===== src/rtl/mbr_ctrl.sv =====
// Memory buffer register with a latency-counted RAM read FSM, prioritised
// source loads and a write buffer FIFO feeding the RAM write side.
module mbr_ctrl #(
   parameter int DATA_W   = 16,
   parameter int NUM_SRC  = 4,
   parameter int WB_DEPTH = 4,
   parameter int RAM_LAT  = 2
) (
   input  logic                      clk,
   input  logic                      rst_n,
   input  logic [NUM_SRC-1:0]        src_load,
   input  logic [NUM_SRC*DATA_W-1:0] src_data,
   input  logic                      rd_req,
   input  logic [DATA_W-1:0]         ram_rdata,
   input  logic                      wr_push,
   input  logic                      wb_ready,
   output logic [DATA_W-1:0]         mbr_out,
   output logic [DATA_W-1:0]         wb_data,
   output logic                      wb_valid,
   output logic                      busy,
   output logic                      wb_full,
   output logic                      overflow
);

   localparam int CNT_W = (RAM_LAT > 1) ? $clog2(RAM_LAT) : 1;
   localparam int PTR_W = $clog2(WB_DEPTH);
   localparam logic [CNT_W-1:0] LAT_M1   = CNT_W'(RAM_LAT - 1);
   localparam logic [PTR_W:0]   FULL_CNT = (PTR_W + 1)'(WB_DEPTH);

   typedef enum logic {IDLE, WAIT} state_t;

   state_t            state_q, state_d;
   logic [CNT_W-1:0]  cnt_q, cnt_d;
   logic [DATA_W-1:0] mbr_d;
   logic [DATA_W-1:0] load_val;
   logic              load_any;

   // Later iterations overwrite earlier ones, so the highest asserted source wins.
   always_comb begin
      load_val = '0;
      load_any = 1'b0;
      for (int unsigned i = 0; i < NUM_SRC; i++) begin
         if (src_load[i]) begin
            load_any = 1'b1;
            load_val = src_data[i*DATA_W +: DATA_W];
         end
      end
   end

   always_comb begin
      state_d = state_q;
      cnt_d   = cnt_q;
      mbr_d   = mbr_out;
      case (state_q)
         IDLE: begin
            if (rd_req) begin
               state_d = WAIT;
               cnt_d   = LAT_M1;
            end else if (load_any) begin
               mbr_d = load_val;
            end
         end
         WAIT: begin
            if (cnt_q != '0) begin
               cnt_d = cnt_q - CNT_W'(1);
            end else begin
               mbr_d   = ram_rdata;
               state_d = IDLE;
            end
         end
         default: state_d = IDLE;
      endcase
   end

   always_ff @(posedge clk) begin
      if (!rst_n) begin
         state_q <= IDLE;
         cnt_q   <= '0;
         mbr_out <= '0;
      end else begin
         state_q <= state_d;
         cnt_q   <= cnt_d;
         mbr_out <= mbr_d;
      end
   end

   assign busy = (state_q == WAIT);

   logic [DATA_W-1:0] mem [WB_DEPTH];
   logic [PTR_W-1:0]  wr_ptr, rd_ptr;
   logic [PTR_W:0]    count;
   logic              do_push, do_pop;

   assign wb_valid = (count != '0);
   assign wb_full  = (count == FULL_CNT);
   assign do_pop   = wb_valid & wb_ready;
   // A pop in the same cycle frees the slot, so a full buffer still accepts the push.
   assign do_push  = wr_push & (~wb_full | do_pop);
   assign wb_data  = wb_valid ? mem[rd_ptr] : '0;

   always_ff @(posedge clk) begin
      if (!rst_n) begin
         wr_ptr   <= '0;
         rd_ptr   <= '0;
         count    <= '0;
         overflow <= 1'b0;
      end else begin
         if (do_push) wr_ptr <= wr_ptr + PTR_W'(1);
         if (do_pop)  rd_ptr <= rd_ptr + PTR_W'(1);
         case ({do_push, do_pop})
            2'b10:   count <= count + (PTR_W + 1)'(1);
            2'b01:   count <= count - (PTR_W + 1)'(1);
            default: count <= count;
         endcase
         if (wr_push && wb_full && !do_pop) overflow <= 1'b1;
      end
   end

   always_ff @(posedge clk) begin
      if (rst_n && do_push) mem[wr_ptr] <= mbr_out;
   end

endmodule


===== config.mk =====
export PLATFORM = sky130hd
export DESIGN_NAME = mbr_ctrl
export DESIGN_NICKNAME = d
export VERILOG_FILES = /design/src/rtl/mbr_ctrl.sv
export SDC_FILE = /design/constraint.sdc
export NUM_CORES = 1
export LEC_CHECK = 0
export CAP_MARGIN = 20
export CORE_ASPECT_RATIO = 1.4
export CORE_MARGIN = 3
export CORE_UTILIZATION = 50
export CTS_CLUSTER_SIZE = 10
export DETAILED_ROUTE_END_ITERATION = 8
export PLACE_DENSITY = 0.95
export SLEW_MARGIN = 0
export SYNTH_ARGS = -nofsm -noshare
export SYNTH_HDL_FRONTEND = slang
export SYNTH_SLANG_ARGS = --single-unit

===== constraint.sdc =====
create_clock -name clk -period 3.6 [get_ports clk]
set_input_delay 0.72 -clock clk [delete_from_list [all_inputs] [get_ports clk]]
set_output_delay 0.72 -clock clk [all_outputs]
set_load 0.02 [all_outputs]

; ---- After elaboration in Yosys (flattened, before gate mapping)
; Memories as Yosys holds them, arrays and structs flattened. A register that Yosys moved wholly into a read port is not among the register bits.
; Index checks and enable logic that the tools add are counted.
; Widths: inputs -> output; s select.
[totals]
inputBits = 89
mem_bits_rw = 64
elab_cells = 56
memories = 1
reg_bits = 26
out_inout_bits = 36
[memory_table]
columns = memory, depth, word_bits, read_ports, rd_ports_with_merged_regs, wr, line_no
row1 = mem, 4, 16, 1, 1, 1, 89  ; logic [DATA_W-1:0] mem [WB_DEPTH];
[op_classes]
reduce_logical = 7
addsub = 5
eq_ne = 7
muxes = 24
n_bitwise = 5
[op_table]
columns = operator, count
row1 = $mux 16, 8
row2 = $pmux 16 s2, 1
row3 = $mux 1, 10
row4 = $ne 2x2->1 const B, 4
row5 = $pmux 3 s2, 1
row6 = $add 2x1->2 const B, 2
row7 = $mux 2, 2
row8 = $pmux 1 s2, 2
row9 = $add 3x1->3 const B, 1
row10 = $eq 3x3->1 const B, 1
row11 = $logic_and 1x1->1, 3
row12 = $reduce_and 3->1, 1
row13 = $reduce_bool 3->1, 1
row14 = $sub 3x1->3 const B, 1
row15 = $and 1x1->1, 2
row16 = $eq 2x1->1 const B, 1
row17 = $eq 2x2->1 const B, 1
row18 = $not 1->1, 2
row19 = $reduce_bool 2->1, 1
row20 = $logic_not 1->1, 1
row21 = $or 1x1->1, 1
row22 = $sub 1x1->1 const B, 1

; ---- Depth between registers and ports, before layout
[logic_depth]
word_depth = 7
ltp_mapped = 9
depth_no_buf = 8

; ---- Worst setup path before layout
; OpenSTA, ideal clock, no wires.
[synth_path]
kind = in2reg
start = input wb_ready
end = memory mem[0][0] (enable)
cell_stages = 5
t_arrival_ns = 2.180
slack_ns = 1.032
path_cell_list = clkbuf_1 -> nor4b_1 -> nand2b_1 -> or2_1 -> nor2_1
[synth_between]
elab_chain_cells = 6
[synth_rtl]
columns = item, line_no
row1 = "start, declared", 16  ; input logic wb_ready,
row2 = $and 1x1->1, 96  ; assign do_pop = wb_valid & wb_ready;
row3 = $or 1x1->1, 98  ; assign do_push = wr_push & (~wb_full | do_pop);
row4 = $and 1x1->1, 98
row5 = $logic_and 1x1->1, 120  ; if (rst_n && do_push) mem[wr_ptr] <= mbr_out;
row6 = $mux 1, 120
row7 = $mux 1 (not written as such), 120
row8 = "end, declared", 89
; No other way between the ends.

==> metrics.csv <==
stage,metric,value,unit
yosys,complex-gate fraction of the synthesized area,13.60,%
layout,Layout area overhead,36.40,%
floorplanning,IO Pins,125,
timing,Total Negative Setup Slacks,0,ns
critical_path,Crit. End Element,primary output,
critical_path,Worst Reg-to-Reg Cells,7,
pwr,Sw Share,25.96,%
timing,fin crit period,3.012,ns
yosys,post-synthesis sequential area ratio,58.42,%
clocking,CTS max path bufs,2,
clocking,CTS tree,yes,
clocking,Clock Latency Late Sink,0.34,ns
placed_design,GP Congestion,0.8923,
worst_hold_path,min-delay src,overflow$_SDFFE_PN0P_,
yosys,Mapped Area,4249,um^2
timing,Rel. slew slack,49.11,%
yosys,main combinational cell family by area after synthesis,compound AO/OA/AOI/OAI gates,
yosys,Post-synth EDFFs,64,
grt,largest net degree at the start of global routing,38,
drt,DR pass1 iterations,4,
floorplanning,Die Width,83.91,um
critical_path,Crit Path Max Fanout,16,
yosys,synth unique cells,43,
pwr,Psw,0.6971,mW
floorplanning,Initial Util,51.83,%
yosys,synth warn,0,
clocking,clock root buffer,clkbuf_16,
layout,Antenna diodes,0,
pwr,combinational share of power,22.0,%
drt,Routed WL per cell,19.49,um
grt,number of global-route vias before repair,3150,
yosys,Post-Syn Nets,407,
placed_design,HPWL after DPL,7542,um
drt,DRT iter0 DRCs,296,
pwr,maximum vdd ir drop,291.8,uV
yosys,post-synthesis simple-gate area fraction,11.78,%
yosys,largest cells by area after synthesis,"edfxtp_1 45%, dfxtp_1 13%, mux4_2 8.5%, a32o_1 3.8%, a221oi_1 3.3%",
yosys,Synth area leader,edfxtp_1,
critical_path,WP data arrival,2.29,ns
yosys,xor/xnor share of the synthesized area,1.031,%
yosys,top cell type's share of synthesized area,45.23,%
yosys,"FFs w/ async S/R, synth",0,%
clocking,Setup Buffers After CTS,0,
timing,clock skew,0.004287,ns
placed_design,PortBufs,124,
critical_path,crit-path cells,mux4_2 -> and2_1 -> clkdlybuf4s50_1,
worst_hold_path,Cells on Worst Hold Path,2,
grt,grt total ovfl,0,
timing,Final Cycle Share,83.66,%
worst_hold_path,Hold Path Sink,overflow$_SDFFE_PN0P_,
critical_path,CP bufs+invs,1,
pwr,Clk pwr share,31.2,%
floorplanning,DIE AREA,9656,um^2
pwr,P per Cell Area,463.4,nW/um^2
timing,hold violation total from the final report,0,
drt,# DRC,0,
clocking,Worst-path clk slew,0.06,ns
drt,drt via density,5.751,
grt,first-pass GRT wire length,16130,um
pwr,Reg power frac,46.8,%
drt,drt total wl,10480,um
clocking,CTS Hold Bufs,0,
timing,Max Clock Freq,332.0,MHz
timing,max-slew violation count,0,
floorplanning,Die Y,115.1,um
critical_path,CP max stage cell,dfxtp_1,
grt,initial antenna violation count,0,
yosys,most frequent cells after synthesis,"64 x edfxtp_1, 28 x dfxtp_1, 19 x nand2b_1",
yosys,post-synthesis adder-cell area fraction,1.649,%
clocking,H-tree Lvls,3,
layout,Finished Core Util,70.70,%
timing,final-report setup violation count,0,
outcome,run status,"complete, no violations",
clocking,total CTS buffers,9,
pwr,internal power,1.988,mW
clocking,clk sink count,92,
yosys,most common cell in the netlist,edfxtp_1,
floorplanning,Site Rows,39,
critical_path,Startpoint Class,flop,
yosys,Most used DFF post-synth,edfxtp_1,
drt,DR vias,3094,
drt,antenna-violating nets left,0,
grt,total track usage,22.03,%
layout,layout cells sized above 1,10.09,%
floorplanning,core area,8198,um^2
timing,Worst-Margin Slew,0.7623,ns
layout,# fillers,563,
yosys,flop and latch count out of synthesis,92,
flow_run,total of max-cap violations,0,
critical_path,Crit path largest cell delay,0.81,ns
timing,unrepaired setup endpoints after global routing,no,
critical_path,Worst R2R End,count[2]$_SDFFE_PN0P_,
critical_path,crit-path leading delay family,flip-flops,
yosys,Mean Syn Cell Area,13.58,um^2
critical_path,Worst R2R Start,count[0]$_SDFFE_PN0P_,
worst_hold_path,Hold Crit Class,reg2reg,
layout,Nets,525,
yosys,Synth Instances,313,
yosys,post-synthesis mux area share,8.952,%
clocking,CTS resizes,0,
critical_path,critical path class,reg2out,
pwr,P_leak,1.954,nW
critical_path,"setup slack, reg-to-reg",0.96,ns
critical_path,Worst EP required,2.88,ns
## layout by cell type (no fill, tap or decap), drive strengths merged, types with 2 or more instances in the layout
| cell | count |
|---|---|
| a21oi | 18 |
| mux2i | 2 |
| nand2b | 19 |
| ha | 4 |
| dfxtp | 28 |
| edfxtp | 64 |
| inv | 10 |
| clkdlybuf4s50 | 124 |
| and2 | 19 |
| or2 | 2 |
| a221oi | 17 |
| clkinv | 2 |
| clkbuf | 12 |
| nor4b | 2 |
| xor2 | 4 |
| o21ai | 2 |
| buf | 10 |
| a32o | 16 |
| mux4 | 16 |
| o31ai | 17 |
| nor2b | 17 |
| nor2 | 17 |
## layout make-up
cell class / instances / area [um^2] / area share [%]
tap: 102 / 127.6 / 2.202
multi-input combinational: 185 / 1573 / 27.14
clock inverter: 4 / 26.28 / 0.4534
clock buffer: 12 / 236.5 / 4.080
timing repair buffer: 134 / 1316 / 22.71
sequential: 92 / 2482 / 42.83
inverter: 9 / 33.78 / 0.5829
## worst register-to-register path, stage by stage (launching register included)
cell     delay, ns
dfxtp_1       0.45
or3_1         0.52
nand2_1       0.18
or2_1         0.26
fa_1          0.41
or3b_1        0.40
a31oi_1       0.21
a21oi_1       0.09
## layer usage
layer | vias up | global-route usage (%) | wire length, um
met5 | - | 0 | 0
met2 | 137 | 39.25 | 5594
li1 | 1440 | - | -
met1 | 1489 | 24.83 | 3861
met4 | 0 | 10.41 | 356
met3 | 28 | 5.448 | 671
## through the flow
stage	hold slack [ns]	cell area (um^2)	setup slack (ns)	cells	total power, mW
global placement	0.4576	5533	0.7934	522	1.843
global route	0.5146	5796	0.4939	538	2.787
CTS	0.4835	5796	0.5419	538	2.705
finish	0.4782	5796	0.5883	538	2.686
detailed placement	0.4698	5533	0.6551	522	1.871
floorplan	0.4757	4249	1.032	313	1.595
## power by group through the flow
stage	clock network [mW]	logic, mW	registers [mW]
6_report	0.837	0.592	1.26
3_5_place_dp	0	0.592	1.28
3_3_place_gp	0	0.573	1.27
5_1_grt	0.890	0.633	1.26
4_1_cts	0.851	0.597	1.26
2_1_floorplan	0	0.315	1.28
## flip-flops by register name, summed over array words and instances, names as in the netlist, named ones only
signal    cells
mem          64
overflow      1
wr_ptr        2
cnt_q         1
mbr_out      16
count         3
busy          1
rd_ptr        2
## cells by family after synthesis
logic type      after synthesis
flops                        92
buf+inv                      36
xor+xnor                      5
simple gates                 83
compound gates               74
fa+ha+maj                     5
mux                          18
## worst max-delay path by stage
stage	startpoint	to	depth (start not counted)
3_5_place_dp	wb_ready	count[2]$_SDFFE_PN0P_	7
3_3_place_gp	wb_ready	count[2]$_SDFFE_PN0P_	7
6_report	flop	wb_data[5]	3
5_1_grt	flop	wb_data[5]	3
2_1_floorplan	wb_ready	mem[0][0]$_DFFE_PP_	5
4_1_cts	flop	wb_data[5]	3
Note: power is estimated with default switching activity, not from simulation.
